### src/rtl/risc_controller.sv
// risc_controller
//   Multi-cycle Moore sequencer for the 16-bit RISC datapath. Holds the
//   instruction register (IR), decodes it and steps the datapath through
//   read-A, read-B, compute and write-back for one instruction at a time.
//
// Ports
//   clk, reset        rising-edge clock, synchronous active-high reset
//   in, load          instruction word and IR capture strobe (WAIT only)
//   s                 start execution of IR (WAIT only)
//   w                 idle in WAIT, ready for s
//   illegal           one-cycle pulse in DECODE for an undefined encoding
//   readnum/writenum  register-file read/write index
//   write             register-file write strobe
//   loada/loadb/loadc A/B/C register load strobes
//   loads             status flag load (CMP only)
//   asel/bsel         ALU operand selects (A forced to 0 / B = sximm5)
//   shift, ALUop      shifter and ALU controls
//   vsel              write-back source: 00 mdata, 01 sximm8, 10 PC, 11 C
//   sximm5/sximm8     sign-extended IR[4:0] / IR[7:0]
module risc_controller #(
    parameter int width = 16
) (
    input  logic             clk,
    input  logic             reset,
    input  logic [15:0]      in,
    input  logic             load,
    input  logic             s,
    output logic             w,
    output logic             illegal,
    output logic [2:0]       readnum,
    output logic [2:0]       writenum,
    output logic             write,
    output logic             loada,
    output logic             loadb,
    output logic             asel,
    output logic             bsel,
    output logic             loadc,
    output logic             loads,
    output logic [1:0]       shift,
    output logic [1:0]       ALUop,
    output logic [1:0]       vsel,
    output logic [width-1:0] sximm5,
    output logic [width-1:0] sximm8
);

    typedef enum logic [2:0] {
        S_WAIT,
        S_DECODE,
        S_GET_A,
        S_GET_B,
        S_COMPUTE,
        S_WRITE_REG,
        S_WRITE_IMM
    } state_t;

    typedef enum logic [2:0] {
        K_MOVI,
        K_MOVR,
        K_ADD,
        K_CMP,
        K_AND,
        K_MVN,
        K_ILL
    } kind_t;

    typedef struct packed {
        logic       w;
        logic       illegal;
        logic [2:0] readnum;
        logic [2:0] writenum;
        logic       write;
        logic       loada;
        logic       loadb;
        logic       asel;
        logic       bsel;
        logic       loadc;
        logic       loads;
        logic [1:0] shift;
        logic [1:0] aluop;
        logic [1:0] vsel;
    } ctrl_t;

    state_t      state;
    logic [15:0] ir;
    ctrl_t       ctrl;

    function automatic kind_t f_kind(input logic [4:0] opfield);
        kind_t k;
        k = K_ILL;
        case (opfield[4:2])
            3'b110: begin
                if (opfield[1:0] == 2'b10)      k = K_MOVI;
                else if (opfield[1:0] == 2'b00) k = K_MOVR;
            end
            3'b101: begin
                case (opfield[1:0])
                    2'b00:   k = K_ADD;
                    2'b01:   k = K_CMP;
                    2'b10:   k = K_AND;
                    default: k = K_MVN;
                endcase
            end
            default: k = K_ILL;
        endcase
        return k;
    endfunction

    function automatic state_t f_next_state(input state_t st, input kind_t k,
                                            input logic go);
        state_t n;
        n = S_WAIT;
        case (st)
            S_WAIT:    n = go ? S_DECODE : S_WAIT;
            S_DECODE: begin
                case (k)
                    K_MOVI:                n = S_WRITE_IMM;
                    K_MOVR, K_MVN:         n = S_GET_B;
                    K_ADD, K_CMP, K_AND:   n = S_GET_A;
                    default:               n = S_WAIT;
                endcase
            end
            S_GET_A:   n = S_GET_B;
            S_GET_B:   n = S_COMPUTE;
            S_COMPUTE: n = (k == K_CMP) ? S_WAIT : S_WRITE_REG;
            default:   n = S_WAIT;
        endcase
        return n;
    endfunction

    function automatic ctrl_t f_outputs(input state_t st, input logic [15:0] v);
        ctrl_t o;
        kind_t k;
        o = '0;
        k = f_kind(v[15:11]);
        case (st)
            S_WAIT:   o.w = 1'b1;
            S_DECODE: o.illegal = (k == K_ILL);
            S_GET_A: begin
                o.readnum = v[10:8];
                o.loada   = 1'b1;
            end
            S_GET_B: begin
                o.readnum = v[2:0];
                o.loadb   = 1'b1;
            end
            S_COMPUTE: begin
                o.shift = v[4:3];
                o.loadc = 1'b1;
                case (k)
                    K_MOVR: begin
                        o.asel  = 1'b1;
                        o.aluop = 2'b00;
                    end
                    K_MVN: begin
                        o.asel  = 1'b1;
                        o.aluop = 2'b11;
                    end
                    K_CMP: begin
                        o.aluop = 2'b01;
                        o.loads = 1'b1;
                    end
                    default: o.aluop = v[12:11];
                endcase
            end
            S_WRITE_REG: begin
                o.writenum = v[7:5];
                o.vsel     = 2'b11;
                o.write    = 1'b1;
            end
            S_WRITE_IMM: begin
                o.writenum = v[10:8];
                o.vsel     = 2'b01;
                o.write    = 1'b1;
            end
            default: o = '0;
        endcase
        return o;
    endfunction

    // Outputs are registered: each edge stores the decode of the state being
    // entered, using the IR value that state will see (a same-edge load
    // included), so the outputs stay a pure function of state and IR.
    always_ff @(posedge clk) begin
        if (reset) begin
            state <= S_WAIT;
            ir    <= '0;
            ctrl  <= f_outputs(S_WAIT, 16'h0000);
        end else begin
            state <= f_next_state(state, f_kind(ir[15:11]), s);
            if (state == S_WAIT && load)
                ir <= in;
            ctrl  <= f_outputs(f_next_state(state, f_kind(ir[15:11]), s),
                               (state == S_WAIT && load) ? in : ir);
        end
    end

    assign w        = ctrl.w;
    assign illegal  = ctrl.illegal;
    assign readnum  = ctrl.readnum;
    assign writenum = ctrl.writenum;
    assign write    = ctrl.write;
    assign loada    = ctrl.loada;
    assign loadb    = ctrl.loadb;
    assign asel     = ctrl.asel;
    assign bsel     = ctrl.bsel;
    assign loadc    = ctrl.loadc;
    assign loads    = ctrl.loads;
    assign shift    = ctrl.shift;
    assign ALUop    = ctrl.aluop;
    assign vsel     = ctrl.vsel;

    assign sximm5 = {{(width-5){ir[4]}}, ir[4:0]};
    assign sximm8 = {{(width-8){ir[7]}}, ir[7:0]};

endmodule

### config.mk
export PLATFORM = sky130hd
export DESIGN_NAME = risc_controller
export DESIGN_NICKNAME = d
export VERILOG_FILES = /design/src/rtl/risc_controller.sv
export SDC_FILE = /design/constraint.sdc
export NUM_CORES = 1
export LEC_CHECK = 0
export ABC_CLOCK_PERIOD_IN_PS = 2220
export CAP_MARGIN = 10
export CORE_MARGIN = 2
export CORE_UTILIZATION = 43
export DETAILED_ROUTE_END_ITERATION = 10
export PLACE_DENSITY = 0.8
export SYNTH_ARGS = -nofsm -noshare
export SYNTH_HDL_FRONTEND = slang
export SYNTH_SLANG_ARGS = --single-unit
### constraint.sdc
create_clock -name clk -period 2.22 [get_ports clk]
set_input_delay 0.222 -clock clk [delete_from_list [all_inputs] [get_ports clk]]
set_output_delay 0.222 -clock clk [all_outputs]
set_load 0.01 [all_outputs]
# Yosys cells after proc, flatten, opt, wreduce, memory -nomap -nowiden
# Index checks and enable logic that the tools add are counted.
[word_totals] wordCells=82 ff_bits=40 in_bits=20
[classes] n_reduce_logical=11 eq_ne=27 bitwise=2 mux=26
[op_table] cell="$eq A3 B3 Y1 const B" count=12
[op_table] cell="$pmux W3 S3" count=3
[op_table] cell="$mux W3" count=8
[op_table] cell="$eq A3 B2 Y1 const B" count=7
[op_table] cell="$pmux W3 S2" count=3
[op_table] cell="$mux W16" count=1
[op_table] cell="$pmux W3 S5" count=1
[op_table] cell="$eq A3 B1 Y1 const B" count=4
[op_table] cell="$logic_not A3 Y1" count=3
[op_table] cell="$pmux W4 S2" count=1
[op_table] cell="$reduce_or A2 Y1" count=4
[op_table] cell="$mux W1" count=6
[op_table] cell="$mux W6" count=1
[op_table] cell="$pmux W2 S3" count=1
[op_table] cell="$eq A2 B1 Y1 const B" count=2
[op_table] cell="$eq A2 B2 Y1 const B" count=2
[op_table] cell="$logic_not A2 Y1" count=2
[op_table] cell="$pmux W2 S2" count=1
[op_table] cell="$reduce_or A3 Y1" count=1
[op_table] cell="$not A1 Y1" count=2
[op_table] cell="$logic_and A1 B1 Y1" count=1

# Longest topological paths before layout
[logic_depth] depth_word=13 mapped_depth=7

# Worst setup path before layout
# OpenSTA, ideal clock, no wires.
[synth_timing] path_type="reg2reg" from="reg state[0]" to="reg ctrl (netlist bit asel)" path_slack_ns=0.393 arrival_time_ns=1.738 required_ns=2.131 stages_incl_launch_ff=6 path_cell_list="dfxtp_1 buf_2 nor4b_4 mux2i_1 mux4_2 nor4_2"
[synth_between] elab_chain_len=11 word_cells_on_any_way=26 cone_classes="eq/ne (11); mux (9); bitwise (1); reduce/logical (5)"
[synth_lines] item="from (decl)" line="83" source="state_t state;"
[synth_lines] item="from (signal assigned)" line="189" source="state <= f_next_state(state, f_kind(ir[15:11]), s);"
[synth_lines] item="$logic_not A3 Y1" line="112, 193"
[synth_lines] item="$logic_and A1 B1 Y1" line="193" source="(state == S_WAIT && load) ? in : ir);"
[synth_lines] item="$mux W16"
[synth_lines] item="$logic_not A2 Y1" line="93, 96"
[synth_lines] item="$mux W3" line="93" source="else if (opfield[1:0] == 2'b00) k = K_MOVR;"
[synth_lines] item="$mux W3" line="92" source="if (opfield[1:0] == 2'b10) k = K_MOVI;"
[synth_lines] item="$pmux W3 S2" line="90" source="case (opfield[4:2])"
[synth_lines] item="$mux W3" line="184" source="if (reset) begin"
[synth_lines] item="$eq A3 B3 Y1 / $eq A3 B1 Y1 (equally long branches)" line="149" source="case (k)"
[synth_lines] item="$reduce_or A2 Y1 (no line)"
[synth_lines] item="$mux W1" line="149"
[synth_lines] item="to (signal assigned)" line="187" source="ctrl <= f_outputs(S_WAIT, 16'h0000);"
[synth_lines] item="to (signal assigned)" line="192" source="ctrl <= f_outputs(f_next_state(state, f_kind(ir[15:11]), s),"
[synth_lines] item="to (decl)" line="85" source="ctrl_t ctrl;"
# Parallel ways exist; a longest one is shown, timed or not. The select of a mux whose other input is x is not followed.
# A chain may end at the register's enable or synchronous reset.

# Final worst setup path
[layout_timing] from="reg state[2]" to="reg ctrl (netlist bit asel)"
# Same word-level chain as after synthesis.

==> flow_metrics.py <==
metrics = {
    "logic_synthesis": {
        "yosys_warnings": 0,
        "postSynthRegisterBits": 38,
        "syn_nets": 213,
        "async_flop_share": 0,
        "synth.lib_cells_used.distinct": 38,
        "postSynth.topFlopCell": "sky130_fd_sc_hd__dfxtp_1",
        "synthesis.area_per_instance_um2": 9.219,
        "seq_area_frac_synth": 0.4276,
        "syn-instance-count": 193,
        "number_of_synthesized_flops_with_an_enable_pin": 0,
        "post_synth_instance_area_um2": 1779,
    },
    "pwr": {
        "ir_worst_vdd_v": 0.0004192,
        "clkPwrFrac": 0.317,
        "sw_frac_of_total": 0.2465,
        "combinational_cell_fraction_of_total_power": 0.178,
        "power.switching_w": 0.0003575,
        "power_frac_seq": 0.505,
        "leakage_nw": 0.9160,
        "power_per_cell_area_nw_per_um2": 603.3,
        "power.internal_w": 0.001093,
    },
    "clock_tree": {
        "clkTransAtPathRegs_ns": 0.07,
        "cts_repair_resize_count": 0,
        "clock_sinks": 38,
        "clock_path_buffers": 2,
        "clock_latency_ns": 0.29,
        "cts.hold.buffers_added": 0,
        "cts_setup_buffers": 0,
        "root_buffer": "sky130_fd_sc_hd__clkbuf_8",
        "cts_buffers": 5,
        "htree_num_levels": 2,
        "clock_tree_from_tritoncts": "yes",
    },
    "die": {
        "floorplan.die_area_um2": 4668,
        "die_x_um": 68.33,
        "initial_core_util": 0.4448,
        "coreArea_um2": 4000,
        "io_pins": 73,
        "die-height_um": 68.33,
        "fp-row-count": 23,
    },
    "placed_design": {
        "placed_area_um2": 2322,
        "numPortBuffers": 71,
        "dp_slack_ns": 0.1994,
        "dp_hpwl_um": 2748,
        "globalplace.congestion": 0.8465,
    },
    "flow_run": {
        "max-cap-violations": 0,
    },
    "worst_setup_path": {
        "cp.required_ns": 2.42,
        "worst-r2r-cell-count": 4,
        "path_max_fanout": 14,
        "worst-path-buf-inv": 0,
        "critical_path.top_delay_family": "multiplexers",
        "worstSetupEndpointType": "flop",
        "cp_slowest_stage_delay_ns": 0.54,
        "cp_data_arrival_time_ns": 2.07,
        "critPathKind": "flop to flop",
        "cp_num_cells": 4,
        "worstPathCellList": "nor4b_4 -> mux2i_1 -> mux4_2 -> nor4_2",
        "cp-start-kind": "flop",
        "critPathSlowestCell": "sky130_fd_sc_hd__mux4_2",
    },
    "finish": {
        "insertedDiodeCount": 0,
        "areaGrowthSynthToFinish_pct": 35.16,
        "area_of_the_multi_input_gates_um2": 705.7,
        "layout.cells.most_common": "sky130_fd_sc_hd__clkdlybuf4s50_1",
        "final_design_area_no_fill_um2": 2405,
        "drive_above_1_share": 0.08051,
        "register_area_um2": 760.7,
        "fillers": 361,
        "nNetsFinal": 257,
        "leading_cell_types_in_the_layout_fill_and_taps_excluded": "71 x sky130_fd_sc_hd__clkdlybuf4s50_1, 38 x sky130_fd_sc_hd__dfxtp_1, 20 x sky130_fd_sc_hd__nand2_1, 15 x sky130_fd_sc_hd__nor2_1, 11 x sky130_fd_sc_hd__a21oi_1",
        "post-route-util": 0.6012,
    },
    "outcome": {
        "run_status": "complete, no violations",
    },
    "sta": {
        "timing.final.hold_violations": 0,
        "post-route-period-util": 0.8439,
        "timing.fmax_ghz": 0.5338,
        "timing.final.max_slew_violations": 0,
        "clock_skew_ns": 0.003949,
        "fin_crit_ns": 1.873,
        "timing.setup.tns_ns": 0,
        "finalSetupViolCount": 0,
        "finalWorstSetupSlack_ns": 0.3465,
        "grt_setup_unrepaired": "no",
    },
    "global_route": {
        "vias_in_the_first_global_route": 1253,
        "track_usage": 0.1703,
        "grt_antenna_before_repair": 0,
        "grt_start_max_net_pins": 16,
        "grt-ovfl-total": 0,
        "grt_first_pass_wirelength_um": 5809,
    },
    "routing": {
        "routed_wl_um": 3748,
        "routedWlPerCell_um": 13.10,
        "initialDrtViolationCount": 88,
        "drt.antenna.violating_nets": 0,
        "detailroute.via_count": 1416,
        "post_drt_via_cell_ratio": 4.951,
        "first_pass_iters": 4,
        "drc": 0,
    },
    "worst_hold_path": {
        "worst_hold_path.num_cells": 2,
        "min-delay-path-class": "flop to flop",
    },
}
-- cells by family (layout without fill, tap and decap cells) --
logic type,Yosys count,count (layout),share of synthesized area
mux,8,8,0.05204
buf+inv,48,91,0.1758
simple gates,64,64,0.2089
flops,38,38,0.4276
other cells,1,1,0.002108
compound gates,34,34,0.1336
-- final cells by class --
cell class              count  share of cell area
inverters                   6            0.009365
well taps                  50             0.02601
flip-flops and latches     38              0.3163
repair buffers             79              0.3205
multi-input cells         107              0.2934
clock buffers               6             0.03434
-- flip-flops by register name (all words and copies together), names as in the netlist --
register / count
vsel: 2
loadc: 1
state: 3
shift: 2
loadb: 1
writenum: 3
loada: 1
w: 1
asel: 1
loads: 1
readnum: 3
ir: 16
illegal: 1
ALUop: 2
-- power by group through the flow --
stage,Combinational [W],Clock (W),Sequential [W]
detailed placement,0.000259,0,0.000749
floorplan,0.000168,0,0.000742
CTS,0.000260,0.000461,0.000733
finish,0.000258,0.000460,0.000733
global route,0.000283,0.000489,0.000738
global placement,0.000256,0,0.000747
-- Yosys cell counts (3+ instances only) --
master	count	area share
sky130_fd_sc_hd__nand3b_1	4	0.017
sky130_fd_sc_hd__nand2_1	20	0.042
sky130_fd_sc_hd__nor2_1	15	0.032
sky130_fd_sc_hd__nand4b_1	3	0.015
sky130_fd_sc_hd__o2bb2ai_1	3	0.015
sky130_fd_sc_hd__buf_4	34	0.14
sky130_fd_sc_hd__dfxtp_1	38	0.43
sky130_fd_sc_hd__a21o_1	4	0.017
sky130_fd_sc_hd__nor2b_1	3	0.011
sky130_fd_sc_hd__mux2i_1	7	0.039
sky130_fd_sc_hd__a21oi_1	11	0.031
sky130_fd_sc_hd__o32ai_1	3	0.015
sky130_fd_sc_hd__inv_1	6	0.013
sky130_fd_sc_hd__o21ai_0	3	0.0084
sky130_fd_sc_hd__clkbuf_1	4	0.0084
sky130_fd_sc_hd__buf_2	4	0.011
sky130_fd_sc_hd__nor4_1	5	0.018
-- per-stage QoR --
step,total power [W],cells,hold slack [ns]
6_report,0.001451,286,0.4950
5_1_grt,0.001510,286,0.5288
4_1_cts,0.001454,286,0.5017
3_5_place_dp,0.001007,280,0.4910
3_3_place_gp,0.001003,280,0.4713
2_1_floorplan,0.0009095,193,0.2920
-- worst reg2reg max path, cell delays in order, from the launching register on --
cell and delay (ns):
sky130_fd_sc_hd__dfxtp_1 0.44, sky130_fd_sc_hd__nor4b_4 0.35, sky130_fd_sc_hd__mux2i_1 0.31, sky130_fd_sc_hd__mux4_2 0.54, sky130_fd_sc_hd__nor4_2 0.15
-- worst paths after layout --
kind	startpoint	end	slack, ns
worst max-delay path	state[2]	asel	0.35
worst max register to register	state[2]	asel	0.35
worst min register to register	ir[5]	ir[5]	0.49
worst min-delay path	ir[5]	ir[5]	0.49
-- per-layer routing --
layer | part of all wire | GRT usage
met2 | 0.45 | 0.2791
met3 | 0.076 | 0.05099
met1 | 0.47 | 0.2146
met4 | 0.0083 | 0.05250
met5 | 0 | 0
Note: power is estimated with default switching activity, not from simulation.
==> edit 1 (config.mk and constraints unchanged) <==
Make the reset (`reset`) asynchronous in one clocked block. Comments in the files are not updated.
--- a/src/rtl/risc_controller.sv
+++ b/src/rtl/risc_controller.sv
@@ -181,5 +181,5 @@
     // entered, using the IR value that state will see (a same-edge load
     // included), so the outputs stay a pure function of state and IR.
-    always_ff @(posedge clk) begin
+    always_ff @(posedge clk or posedge reset) begin
         if (reset) begin
             state <= S_WAIT;
Check against the original RTL: differs if reset is asserted again (counterexample within 4 cycles, from zero or initial values and one cycle with reset high); with reset held inactive, the same outputs for 10 cycles.
==> edit 1 against the unedited design <==
Worst setup slack improved by 0.081 ns; count of clock-buffer cells in the layout is 1 higher; fmax rose by 4.5%; non-clock buffer count down 4; cell area grew 2.6%; wire length down 4.7%; synthesized cell count down 18%; sequential cell count unchanged; synthesized area rose by 3.5%; critical path type unchanged.
Power is not compared: it rests on default switching activity, and its combinational part moved more than twofold at a synthesized area within 25%.
==> edit 1: results (changes against the unedited design) <==
- First DRT Iteration DRCs: 93 (+5.7%)
- Met2 Usage GRT: 25.4% (-2.5 points)
- FF-to-FF setup slack: 0.43 ns (+0.08 ns)
- DR vias/cell: 4.84 (-2.3%)
- Clock skew: 0.00208 ns (-0.00187 ns)
- FMAX: 558 MHz (+4.5%)
- Compound-Gate Fraction of Synth Area: 7.88% (-5.5 points)
- Vias in the first global route: 1,262 (+0.72%)
- Routed WL per cell: 14.0 um (+6.9%)
- PostCTS Resize Cnt: 0 (unchanged)
- Grt met3 use: 5.23% (+0.13 points)
- Share of layout cells above drive strength 1: 12.7% (+4.6 points)
- GRT Overall Usage: 16.4% (-0.63 points)
- Fill cell count: 335 (-7.2%)
- First-pass GRT wire length: 6.13 mm (+5.6%)
- Comb_multi_in: 71 (-34%)
- Mux cell area share after synthesis: 9.85% (+4.6 points)
- Post-DP HPWL: 2.65 mm (-3.4%)
- Synth cell count leaders: dfrtp_1, buf_4, inv_1
- Outcome: complete, no violations
- Metal3 WL: 201 um (-29%)
- Ys async rst share: 100% (+100 points)
- Max incr delay on CP: 0.50 ns (-0.04 ns)
- NonClk Buf Share: 30.5% (-1.5 points)
- Sequential-to-total area share from yosys stat: 51.7% (+8.9 points)
- CP max stage cell: dfrtp_1
- Worst-case reg-to-reg path depth: 5 (+1)
- Worst Hold Class: in -> async
- Crit-path max FO: 20 (+6)
- Nets: 224 (-13%)
- Routability cong.: 0.826 (-2.5%)
- Crit path to: asel$_DFF_PP0_
- Clock buffers: 7 (+1)
- Invs w/o clock: 13 (+7)
- DRT met1 WL: 1.52 mm (-13%)
- Seq cells: 38 (unchanged)
- Root buf cell: clkbuf_8
- Delay-heaviest family, CP: flip-flops
- Critical path data arrival time: 1.97 ns (-0.10 ns)
- Maximum vdd ir drop: 0.618 mV
- Yosys cell types: 39 (+2.6%)
- CP startpoint: state[2]$_DFF_PP0_
- ClkCell Share: 3.70% (+0.27 points)
- DP Worst Slack: 0.365 ns (+0.166 ns)
- Synth top area cells: dfrtp_1, buf_4, mux2_2
- Seq/total area: 38.6% (+7.0 points)
## edit 1: changes by cell type after synthesis, moves of 4 or more
cell      unedited run  this run
a21oi_1             11         2
buf_2                4         0
dfrtp_1              0        37
dfxtp_1             38         0
inv_1                6        13
mux2_2               0         9
nand2_1             20         6
nand2b_1             0         4
nor2_1              15         3
nor4_1               5         0
## edit 1: worst min path at each step
stage,start,endpoint,slack [ns],cells after the start
after detailed placement,ir[10]$_DFF_PP0_,ir[10]$_DFF_PP0_,0.49,1
after floorplan,in[15],ir[15]$_DFF_PP0_,0.35,2
after global routing,reset,asel$_DFF_PP0_,0.41,3
after CTS,reset,asel$_DFF_PP0_,0.35,3
final,reset,asel$_DFF_PP0_,0.34,3
after global placement,ir[9]$_DFF_PP0_,ir[9]$_DFF_PP0_,0.49,1
## edit 1: stage by stage
step	cells	instance area [sq um]
after floorplan	159	1840
after global placement	247	2380
after detailed placement	247	2380
after CTS	255	2470
after global routing	255	2470
final	255	2470
==> edit 2 (same settings) <==
Made on the original files. The parameter `width` goes from 16 to 20.
--- a/src/rtl/risc_controller.sv
+++ b/src/rtl/risc_controller.sv
@@ -19,5 +19,5 @@
 //   sximm5/sximm8     sign-extended IR[4:0] / IR[7:0]
 module risc_controller #(
-    parameter int width = 16
+    parameter int width = 20
 ) (
     input  logic             clk,
Ports: changed (resized sximm5 and sximm8); port bits go from 73 to 81. The function was not compared with the original's and may differ.
==> edit 2 against the unedited design <==
Cell area increased by 3.4%; synthesized area grew 3.4%; clock power increased by 4%; utilization increased by 1.2 points; global-route usage increased by 0.25 points; worst setup slack better by 0.011 ns; largest cell class unchanged; power up 2.7%; fmax increased by 0.59%; sequential share of layout area down 1.0 points; hold slack lost 0.0077 ns; sequential cell count did not move; wire length is 3.7% higher.
==> edit 2: results (changes against the unedited design) <==
- Worst-case reg-to-reg path depth: 4 (unchanged)
- Largest net degree at the start of global routing: 19 (+3)
- Antenna fix cells: 0 (unchanged)
- Clk slew on worst S/H paths: 0.07 ns (about the same)
- Clock skew: 0.00594 ns (+0.00199 ns)
- Initial antenna violation count: 0 (unchanged)
- Final Non-Filler Cells: 295 (+3.1%)
- Via count: 1,445 (+2.0%)
- Synth cell count leaders: buf_4, dfxtp_1, nand2_1
- Sw Ratio: 25.1% (+0.43 points)
- Crit start category: flop
- Synth top area cells: dfxtp_1, buf_4, nand2_1
- Post-Syn Nets: 221 (+3.8%)
- GRT Overall Usage: 17.3% (+0.25 points)
- CTS buffer count: 5 (unchanged)
- WL final: 3.89 mm (+3.7%)
- Fill cell count: 380 (+5.3%)
- Outcome: complete, no violations
- Pleak: 0.945 nW (+3.1%)
- First DRT Iteration DRCs: 67 (-24%)
- PostCTS Resize Cnt: 0 (unchanged)
- Routability cong.: 0.796 (-6.0%)
- PortBufs: 79 (+11%)
- Share of layout cells above drive strength 1: 7.76% (-0.30 points)
- Largest Register: ir
- First-pass DRT Iterations: 4 (unchanged)
- Mapped Cells: 201 (+4.1%)
- Number of synthesized flops with an enable pin: 0 (unchanged)
- Worst r2r src: state[2]$_SDFF_PP0_
- Largest register FFs: 16 (unchanged)
- Vias in the first global route: 1,341 (+7.0%)
- Post-DP HPWL: 2.87 mm (+4.5%)
- Maximum vdd ir drop: 0.307 mV (-27%)
- Sequential-to-total area share from yosys stat: 41.4% (-1.4 points)
- First-pass GRT wire length: 6.64 mm (+14%)
- Critical path data arrival time: 2.07 ns (about the same)
- Nets: 264 (+2.7%)
- Yosys warns: 0 (unchanged)
- Placed Cells: 287 (+2.5%)
- Hold WS: 0.487 ns (-0.00766 ns)
-- edit 2: cell types whose count changed after synthesis --
cell / unedited run / this run
buf_4: 34 / 42
-- edit 2: cell type report --
| cell class | instances | share of cell area, % |
|---|---|---|
| Tap cell | 50 | 2.52 |
| Timing Repair Buffer | 86 | 33.9 |
| Multi-Input combinational cell | 107 | 28.4 |
| Sequential cell | 38 | 30.6 |
| Clock buffer | 7 | 3.47 |
| Inverter | 6 | 0.906 |
| Clock inverter | 1 | 0.201 |
-- edit 2: power groups by stage --
stage	clock network, mW	logic [mW]	registers [mW]
finish	0.477	0.278	0.735
global route	0.518	0.301	0.742
CTS	0.490	0.280	0.736
detailed placement	0	0.278	0.751
global placement	0	0.276	0.749
floorplan	0	0.186	0.743
-- edit 2: worst max-delay path: stages (launching register included) --
cell     delay, ns
dfxtp_1       0.45
nor4b_4       0.36
mux2i_1       0.31
mux4_2        0.54
nor4_2        0.13
-- edit 2: metrics by stage --
step / cell area (sq um) / worst slack [ns] / utilization, %
2_1_floorplan: 1840 / 0.393 / -
3_3_place_gp: 2390 / 0.241 / 59.0
3_5_place_dp: 2390 / 0.226 / 59.0
4_1_cts: 2490 / 0.351 / 61.3
5_1_grt: 2490 / 0.185 / 61.3
6_report: 2490 / 0.357 / 61.3
-- edit 2: logic make-up after synthesis --
logic type      Yosys count  share of synthesized area (%)
other cells               1                          0.204
buf+inv                  56                           20.3
compound gates           34                           12.9
mux                       8                           5.03
simple gates             64                           20.2
flops                    38                           41.4
-- edit 2: routing by layer --
layer	vias up	wire length (um)	GRT usage (%)
li1	742	-	-
met1	648	1840	23.4
met2	47	1740	25.6
met3	8	223	4.65
met4	0	82	7.84
met5	-	0	0
